==> config.mk <==
export PLATFORM = sky130hd
export DESIGN_NAME = ldl_fifo_p4_ctrl
export DESIGN_NICKNAME = d
export VERILOG_FILES = /design/src/rtl/ldl_fifo_pkg.sv /design/src/rtl/ldl_fifo_obuf.sv /design/src/rtl/ldl_fifo_p4_ctrl.sv
export SDC_FILE = /design/constraint.sdc
export NUM_CORES = 1
export LEC_CHECK = 0
export ABC_AREA = 1
export BUFFER_PORTS_ARGS = -buffer_cell sky130_fd_sc_hd__buf_4
export CORE_MARGIN = 1
export CORE_UTILIZATION = 45
export CTS_BUF_LIST = sky130_fd_sc_hd__clkbuf_8
export DETAILED_ROUTE_END_ITERATION = 16
export PLACE_DENSITY_LB_ADDON = 0.2
export SLEW_MARGIN = 20
export SYNTH_ARGS = -nofsm -noshare
export SYNTH_HDL_FRONTEND = slang
export SYNTH_SLANG_ARGS = --single-unit
==> constraint.sdc <==
create_clock -name clk -period 8.9 [get_ports clk]
set_input_delay 1.78 -clock clk [delete_from_list [all_inputs] [get_ports clk]]
set_output_delay 1.78 -clock clk [all_outputs]
set_load 0.005 [all_outputs]
==> src/rtl/ldl_fifo_pkg.sv <==
// Shared definitions for the synchronous FIFO controller family:
// occupancy width, full/empty compare helpers and output buffer depth.
package ldl_fifo_pkg;

    // Depth of the prefetch buffer that sits between RAM port B and the consumer.
    localparam int BUF_DEPTH = 2;

    // Occupancy counters must hold DEPTH + BUF_DEPTH words.
    function automatic int cnt_width(input int awidth);
        return awidth + 1;
    endfunction

    // Total capacity is the RAM plus the prefetch buffer.
    function automatic logic cnt_is_full(input int cnt, input int depth);
        return cnt == depth + BUF_DEPTH;
    endfunction

    function automatic logic cnt_is_empty(input int cnt);
        return cnt == 0;
    endfunction

endpackage

==> src/rtl/ldl_fifo_obuf.sv <==
// Two-entry FIFO holding words prefetched from RAM port B.
// The head entry drives the downstream data bus directly.
module ldl_fifo_obuf
    import ldl_fifo_pkg::*;
#(
    parameter int DWIDTH = 8
) (
    input  logic              clk,
    input  logic              rst_n,
    input  logic              clr,
    input  logic              wr,
    input  logic [DWIDTH-1:0] wdata,
    input  logic              rd,
    output logic [DWIDTH-1:0] rdata,
    output logic [1:0]        cnt
);

    logic [DWIDTH-1:0] mem [BUF_DEPTH];
    logic              wr_idx;
    logic              rd_idx;
    logic [1:0]        cnt_q;

    // Index and occupancy registers; a flush drops any word being captured.
    // NOTE: sequential state uses non-blocking assignments so every register samples pre-edge values.
    always_ff @(posedge clk or negedge rst_n) begin
        if (!rst_n) begin
            wr_idx <= 1'b0;
            rd_idx <= 1'b0;
            cnt_q  <= 2'd0;
        end else if (clr) begin
            wr_idx <= 1'b0;
            rd_idx <= 1'b0;
            cnt_q  <= 2'd0;
        end else begin
            if (wr) wr_idx <= ~wr_idx;
            if (rd) rd_idx <= ~rd_idx;
            cnt_q <= cnt_q + 2'(wr) - 2'(rd);
        end
    end

    // Data storage; contents are only meaningful while cnt_q says so.
    // NOTE: storage is deliberately not reset -- validity comes from cnt_q, and unreset arrays map to plain flops/LUTRAM.
    always_ff @(posedge clk) begin
        if (wr && !clr) mem[wr_idx] <= wdata;
    end

    assign rdata = mem[rd_idx];
    assign cnt   = cnt_q;

    // The read-issue rule in the parent must keep the buffer from overflowing.
    assert property (@(posedge clk) disable iff (!rst_n)
        !(wr && !rd && !clr && cnt_q == 2'd2));

    assert property (@(posedge clk) disable iff (!rst_n)
        !(rd && !clr && cnt_q == 2'd0));

endmodule

==> src/rtl/ldl_fifo_p4_ctrl.sv <==
// FIFO controller owning an external 2-port RAM (port A write, port B
// registered read). Prefetches into a 2-entry buffer so the output side is
// first-word-fall-through at one word per cycle.
module ldl_fifo_p4_ctrl
    import ldl_fifo_pkg::*;
#(
    parameter int DWIDTH = 8,
    parameter int AWIDTH = 4,
    parameter int AFULL  = (1 << AWIDTH) - 2
) (
    input  logic              clk,
    input  logic              rst_n,
    input  logic              clr,
    input  logic              in_valid,
    output logic              in_ready,
    input  logic [DWIDTH-1:0] in_data,
    output logic              out_valid,
    input  logic              out_ready,
    output logic [DWIDTH-1:0] out_data,
    output logic              ram_wea,
    output logic [AWIDTH-1:0] ram_addra,
    output logic [DWIDTH-1:0] ram_dina,
    output logic              ram_reb,
    output logic [AWIDTH-1:0] ram_addrb,
    input  logic [DWIDTH-1:0] ram_doutb,
    output logic [AWIDTH:0]   count,
    output logic              full,
    output logic              empty,
    output logic              almost_full
);

    localparam int DEPTH = 1 << AWIDTH;
    localparam int CW    = cnt_width(AWIDTH);

    logic [AWIDTH-1:0] wptr;
    logic [AWIDTH-1:0] rptr;
    logic [CW-1:0]     ram_cnt;   // words in RAM not yet read out
    logic [CW-1:0]     count_q;   // words held anywhere in the FIFO
    logic              rd_pend;   // RAM read data arrives this cycle
    logic [1:0]        buf_cnt;
    logic [2:0]        pipe_occ;  // buffer slots claimed after this cycle's pop
    logic              push;
    logic              pop;
    logic              issue;

    // Status flags come from registered occupancy only.
    assign full        = cnt_is_full(int'(count_q), DEPTH);
    assign empty       = cnt_is_empty(int'(count_q));
    assign almost_full = int'(count_q) >= AFULL;
    assign in_ready    = !full;
    assign count       = count_q;
    assign out_valid   = buf_cnt != 2'd0;

    // A flush cycle discards both handshakes.
    assign push = in_valid & in_ready & ~clr;
    assign pop  = out_valid & out_ready & ~clr;

    // Read ahead while a buffer slot is free, counting this cycle's pop as
    // freeing one; only words committed at an earlier edge are eligible.
    assign pipe_occ = {1'b0, buf_cnt} + {2'b00, rd_pend} - {2'b00, pop};
    assign issue    = (ram_cnt != '0) & ~clr & (pipe_occ < 3'(BUF_DEPTH));

    assign ram_wea   = push;
    assign ram_addra = wptr;
    assign ram_dina  = in_data;
    assign ram_reb   = issue;
    assign ram_addrb = rptr;

    // Pointers, occupancy counters and the read-pending flag.
    always_ff @(posedge clk or negedge rst_n) begin
        if (!rst_n) begin
            wptr    <= '0;
            rptr    <= '0;
            ram_cnt <= '0;
            count_q <= '0;
            rd_pend <= 1'b0;
        end else if (clr) begin
            wptr    <= '0;
            rptr    <= '0;
            ram_cnt <= '0;
            count_q <= '0;
            rd_pend <= 1'b0;
        end else begin
            if (push)  wptr <= wptr + AWIDTH'(1);
            if (issue) rptr <= rptr + AWIDTH'(1);
            rd_pend <= issue;
            ram_cnt <= ram_cnt + CW'(push) - CW'(issue);
            count_q <= count_q + CW'(push) - CW'(pop);
        end
    end

    ldl_fifo_obuf #(
        .DWIDTH (DWIDTH)
    ) u_obuf (
        .clk   (clk),
        .rst_n (rst_n),
        .clr   (clr),
        .wr    (rd_pend),
        .wdata (ram_doutb),
        .rd    (pop),
        .rdata (out_data),
        .cnt   (buf_cnt)
    );

    // RAM-side occupancy can never exceed the RAM itself.
    assert property (@(posedge clk) disable iff (!rst_n)
        ram_cnt <= CW'(DEPTH));

    // A read and a write never target the same RAM word in one cycle.
    assert property (@(posedge clk) disable iff (!rst_n)
        !(push && issue && wptr == rptr));

endmodule
; ---- After elaboration in Yosys (flattened, before gate mapping)
; Memories as Yosys holds them, arrays and structs flattened.
; Cells that the tools add are included.
[word_totals]
regBits = 23
latchBits = 0
mem_bits_rw = 16
rom_bits = 0
out_inout_bits = 36
wordCells = 55
n_memories = 1
[memory_table]
columns = memory, depth, width, rd, rd_clocked_by_memory_dff, wr, line
row1 = u_obuf.mem, 2, 8, 1, 0, 1, ldl_fifo_obuf.sv:18  ; logic [DWIDTH-1:0] mem [BUF_DEPTH];
[classes]
add_sub_neg = 10
mul = 0
div_mod_pow = 0
magnitude_cmp = 2
n_eq_ne = 1
n_shift = 0
mux = 14
bitwise = 9
n_reduce_logical = 10
[op_table]
columns = op, count
row1 = 4-bit 2-to-1 mux, 4
row2 = 5-bit by 1-bit adder with 5-bit output, 2
row3 = 5-bit 2-to-1 mux, 2
row4 = 2-bit nonzero test, 5
row5 = 5-bit by 1-bit subtractor with 5-bit output, 2
row6 = "4-bit by 1-bit adder with 4-bit output, second input constant", 2
row7 = 1-bit 2-to-1 mux, 7
row8 = 1-bit AND, 6
row9 = "5-bit == test, second input constant", 1
row10 = "5-bit by 4-bit greater-or-equal comparator with 1-bit output, second input constant", 1
row11 = 5-bit logical NOT, 1
row12 = 5-bit nonzero test, 1
row13 = 2-bit by 1-bit adder with 3-bit output, 1
row14 = "3-bit by 2-bit < comparator with 1-bit output, second input constant", 1
row15 = 1-bit NOT, 3
row16 = 3-bit by 1-bit subtractor with 3-bit output, 1
row17 = 2-bit by 1-bit adder with 2-bit output, 1
row18 = 1-bit logical NOT, 2
row19 = 2-bit 2-to-1 mux, 1
row20 = 2-bit by 1-bit subtractor with 2-bit output, 1
row21 = 1-bit logical AND, 1

; ---- Longest topological paths before layout
[depth]
ltp_word = 8
mapped_depth = 23
depth_no_buf = 23

; ---- Cells and area by module
; From an unflattened synthesis, not the netlist that was laid out.
[unflattened]
hier_cells = 237
area_unflattened_um2 = 2280.9
[modules_own_cells]
columns = mod, n_inst, cells_each, area_each_um2, seq_area_each_um2
row1 = ldl_fifo_p4_ctrl, 1, 185, 1451.4, 475.5
row2 = ldl_fifo_obuf, 1, 52, 829.5, 580.6

; ---- Least setup slack after synthesis
; OpenSTA, ideal clock, no wires.
[synth_timing]
kind = in2out
startpoint = input port clr
endpoint = output port ram_reb
arrival_ps = 3155
required_ps = 7120
slack_ps = 3965
path_stages = 9
cell_sequence = buf_2 > nor2_2 > nand2_1 > nand2_1 > ha_1 > inv_1 > fa_1 > nand3_2 > nor2_4
[synth_via]
elab_chain_cells = 5
[synth_lines]
columns = element, line
row1 = from (decl), ldl_fifo_p4_ctrl.sv:13  ; input logic clr,
row2 = 1-bit NOT (*), "ldl_fifo_p4_ctrl.sv:56, ldl_fifo_p4_ctrl.sv:61"
row3 = 1-bit AND, ldl_fifo_p4_ctrl.sv:56  ; assign pop = out_valid & out_ready & ~clr;
row4 = 3-bit by 1-bit subtractor with 3-bit output, ldl_fifo_p4_ctrl.sv:60  ; assign pipe_occ = {1'b0, buf_cnt} + {2'b00, rd_pend} - {2'b00, pop};
row5 = 3-bit by 2-bit < comparator with 1-bit output, ldl_fifo_p4_ctrl.sv:61  ; assign issue = (ram_cnt != '0) & ~clr & (pipe_occ < 3'(BUF_DEPTH));
row6 = 1-bit AND (*), ldl_fifo_p4_ctrl.sv:61
row7 = to (decl), ldl_fifo_p4_ctrl.sv:23  ; output logic ram_reb,
; Mark *: on every way between the ends. The rest lies on a longest branch, timed or not.

; ---- Worst setup path after layout
; Ends and elaborated chain as after synthesis.

==> impl_metrics.csv <==
group,metric,value,unit
routing,routed_via_density,4.81,
grt,grt_util_met3,3.52,%
setup_path,rrSetupSlack,5.48,ns
setup_path,worstSetupEndpointType,"primary output",
setup_path,path_delay_family,"adder cells",
setup_path,start_kind,"input port",
grt,grt_use_met1,19.5,%
sta,finalSetupTns,0,ns
floorplanning,start_util,48.2,%
synth,ys_types,25,
clock_tree,htreeDepth,2,
synth,synth_area,2170,um^2
power_and_ir_drop,p_leak,1.36,nW
setup_path,critPathBufInv,3,
synth,ys_seq_elements,39,
clock_tree,cts.sinks,39,
clock_tree,insertion_delay,0.29,ns
sta,clock_skew,0.00539,ns
setup_path,critPathMaxStageDelay,0.54,ns
setup_path,crit_required,7.12,ns
power_and_ir_drop,power_density,290,nW/um^2
clock_tree,cts_buffers,5,
sta,max_freq,193,MHz
clock_tree,cts_tree,"yes",
sta,final_hold_viol_count,0,
clock_tree,cts_buffer_depth,2,
grt,grt_busiest_layer,"met2",
setup_path,slowest_stage,"fa_1",
setup_path,crit_start,"clr",
placed_design,hpwl,2.73,mm
sta,finalCritPeriodShare,58.3,%
sta,setup_viol_count_final,0,
layout,antennaDiodeCount,0,
grt,grt_overflow_total,0,
layout,drive_gt1_share,19.5,%
floorplanning,fp.dieH,71.4,um
routing,wl_per_cell,11.2,um
sta,finalMaxSlewViolations,0,
sta,post-route-min-period,5.19,ns
routing,drcViolationCount,0,
routing,drtIter0Drc,95,
floorplanning,num_rows,24,
setup_path,worstReg2RegEnd,"ram_cnt[4]$_DFF_PN0_",
clock_tree,clk_pin_slew,0.08,ns
placed_design,place.gp.congestion,0.797,
routing,wl,3.74,mm
synth,synth.avg_cell_area,8.86,um^2
routing,ant_nets,0,
grt,grt_max_degree,24,
sta,rsz0062_at_grt,"no",
power_and_ir_drop,vdd_drop_max,0.000174,V
layout,stdcell_area,2570,um^2
clock_tree,clockRootBuffer,"clkbuf_8",
synth,synthCells,245,
outcome,run_status,"complete, no violations",
placed_design,portBuffers,40,
layout,syn2layout_area_growth,18.6,%
synth,ys_seq_area_share,48.7,%
grt,grt_pass1_wl,6.42,mm
setup_path,rr_worst_depth,19,
clock_tree,holdBufCountCts,0,
floorplanning,ios,57,
setup_path,reg2reg_from,"u_obuf.cnt[1]$_DFF_PN0_",
routing,vias,1607,
synth,yosys_warnings,0,
placed_design,placed_area,2460,um^2
setup_path,crit_type,"in -> out",
min_path,hold_path_class,"reg -> reg",
grt,grt_use_total,16.4,%
floorplanning,core,4500,um^2
synth,syn_nets,286,
setup_path,path_depth,10,
floorplanning,dieArea,5100,um^2
setup_path,worstPathArrival,3.41,ns
grt,grtUsageMet2,28.5,%
clock_tree,post-cts-setup-buffers,0,
run,maxCapViolations,0,
sta,worst_slew_pin_slew,0.750,ns
setup_path,endpoint,"ram_reb",
setup_path,crit_chain,"buf_4 > nor2_2 > nand2_1 > nand2_1 > ha_1 > inv_1 > fa_1 > nand3_2 > nor2_4 > buf_4",
layout,layout.nets,322,
floorplanning,die_w,71.4,um
grt,grt_antenna_before_repair,0,
clock_tree,cts.repair.resized,0,
grt,grt_pass1_vias,1528,
setup_path,critPathMaxFanout,12,
routing,dr.pass1.iters,4,
sta,relSlewSlack,49.8,%
cell families after synthesis:
family / count (synthesis) / synth area share (%)
flip-flops: 39 / 48.7
adder cells (fa/ha/maj): 20 / 12.6
AND/OR/NAND/NOR: 122 / 24.5
AO/OA/AOI/OAI: 11 / 2.65
buffers and inverters: 49 / 10.0
XOR/XNOR: 4 / 1.62
per-stage QoR:
stage / worst slack [ns] / hold WS [ns] / instances / util, % / total power [mW]
after floorplan: 3.96 / 0.530 / 245 / - / 0.499
after global placement: 3.74 / 0.539 / 326 / 54.6 / 0.605
after detailed placement: 3.70 / 0.538 / 326 / 54.6 / 0.611
after CTS: 3.69 / 0.561 / 334 / 57.1 / 0.759
after global routing: 3.58 / 0.591 / 334 / 57.1 / 0.826
final: 3.71 / 0.550 / 334 / 57.1 / 0.747
cell usage in the layout, fill, tap and decap left out, types with 3 or more instances in the layout:
master / n
dfrtp_1: 23
buf_4: 40
clkbuf_8: 5
o21ai_0: 3
inv_1: 36
ha_1: 17
a21oi_1: 7
edfxtp_1: 16
nor2_1: 24
xor2_1: 3
fa_1: 3
nand3_1: 16
nand2_1: 70
nand4_1: 3
worst reg2reg max path, delay by kind of cell (launching register included):
| kind | cells | cell delay [ns] |
|---|---|---|
| flops | 1 | 0.39 |
| simple gates | 9 | 1.04 |
| buf+inv | 4 | 0.25 |
| fa+ha+maj | 5 | 1.45 |
| compound gates | 1 | 0.17 |
how the worst min path moves through the flow:
stage	startpoint	to	slack, ns	cells past startpoint
2_1_floorplan	ram_addrb[3]$_DFFE_PN0P_	ram_addrb[3]$_DFFE_PN0P_	0.53	2
3_3_place_gp	ram_addrb[3]$_DFFE_PN0P_	ram_addrb[3]$_DFFE_PN0P_	0.54	2
3_5_place_dp	ram_addrb[3]$_DFFE_PN0P_	ram_addrb[3]$_DFFE_PN0P_	0.54	2
4_1_cts	ram_addrb[3]$_DFFE_PN0P_	ram_addrb[3]$_DFFE_PN0P_	0.56	2
5_1_grt	ram_addrb[3]$_DFFE_PN0P_	ram_addrb[3]$_DFFE_PN0P_	0.59	2
6_report	ram_addrb[3]$_DFFE_PN0P_	ram_addrb[3]$_DFFE_PN0P_	0.55	2
synth_stat cells (all sizes together):
master | n | area, um^2
nand3b | 1 | 7.51
edfxtp | 16 | 480
o21bai | 1 | 7.51
o21ai | 3 | 15.0
nand2 | 71 | 269
a21oi | 7 | 35.0
inv | 38 | 143
buf | 11 | 75.1
dfrtp | 23 | 576
ha | 17 | 213
xor2 | 3 | 26.3
xnor2 | 1 | 8.76
fa | 3 | 60.1
nor2 | 26 | 108
nand3 | 17 | 90.1
nor3 | 2 | 10.0
or2 | 1 | 6.26
nand4 | 4 | 40.0
routing by layer:
layer / part of all wire, % / up-vias
met5: 0 / -
met4: 1.6 / 0
met3: 3.4 / 7
met2: 51 / 26
met1: 44 / 739
li1: - / 835
where the power goes:
part | internal (mW) | switching (mW) | leakage (nW) | total, mW
sequential | 0.227 | 0.0357 | 0.451 | 0.263
combinational | 0.154 | 0.185 | 0.850 | 0.339
clock | 0.0834 | 0.0618 | 0.0581 | 0.145
total | 0.464 | 0.283 | 1.36 | 0.747
final cells by class:
type	count	area, um^2
inverters	38	143
well taps	52	65.1
flip-flops and latches	39	1060
multi-input cells	157	896
repair buffers	40	300
clock inverters	3	43.8
fillers	407	1930
clock buffers	5	68.8
sequential cells by signal, summed over array words and instances, names as in the netlist:
register / count
u_obuf.cnt: 2
u_obuf.wr_idx: 1
rd_pend: 1
ram_addra: 4
u_obuf.mem: 16
u_obuf.rd_idx: 1
ram_cnt: 5
count: 5
ram_addrb: 4
Note: power is estimated with default switching activity, not from simulation.
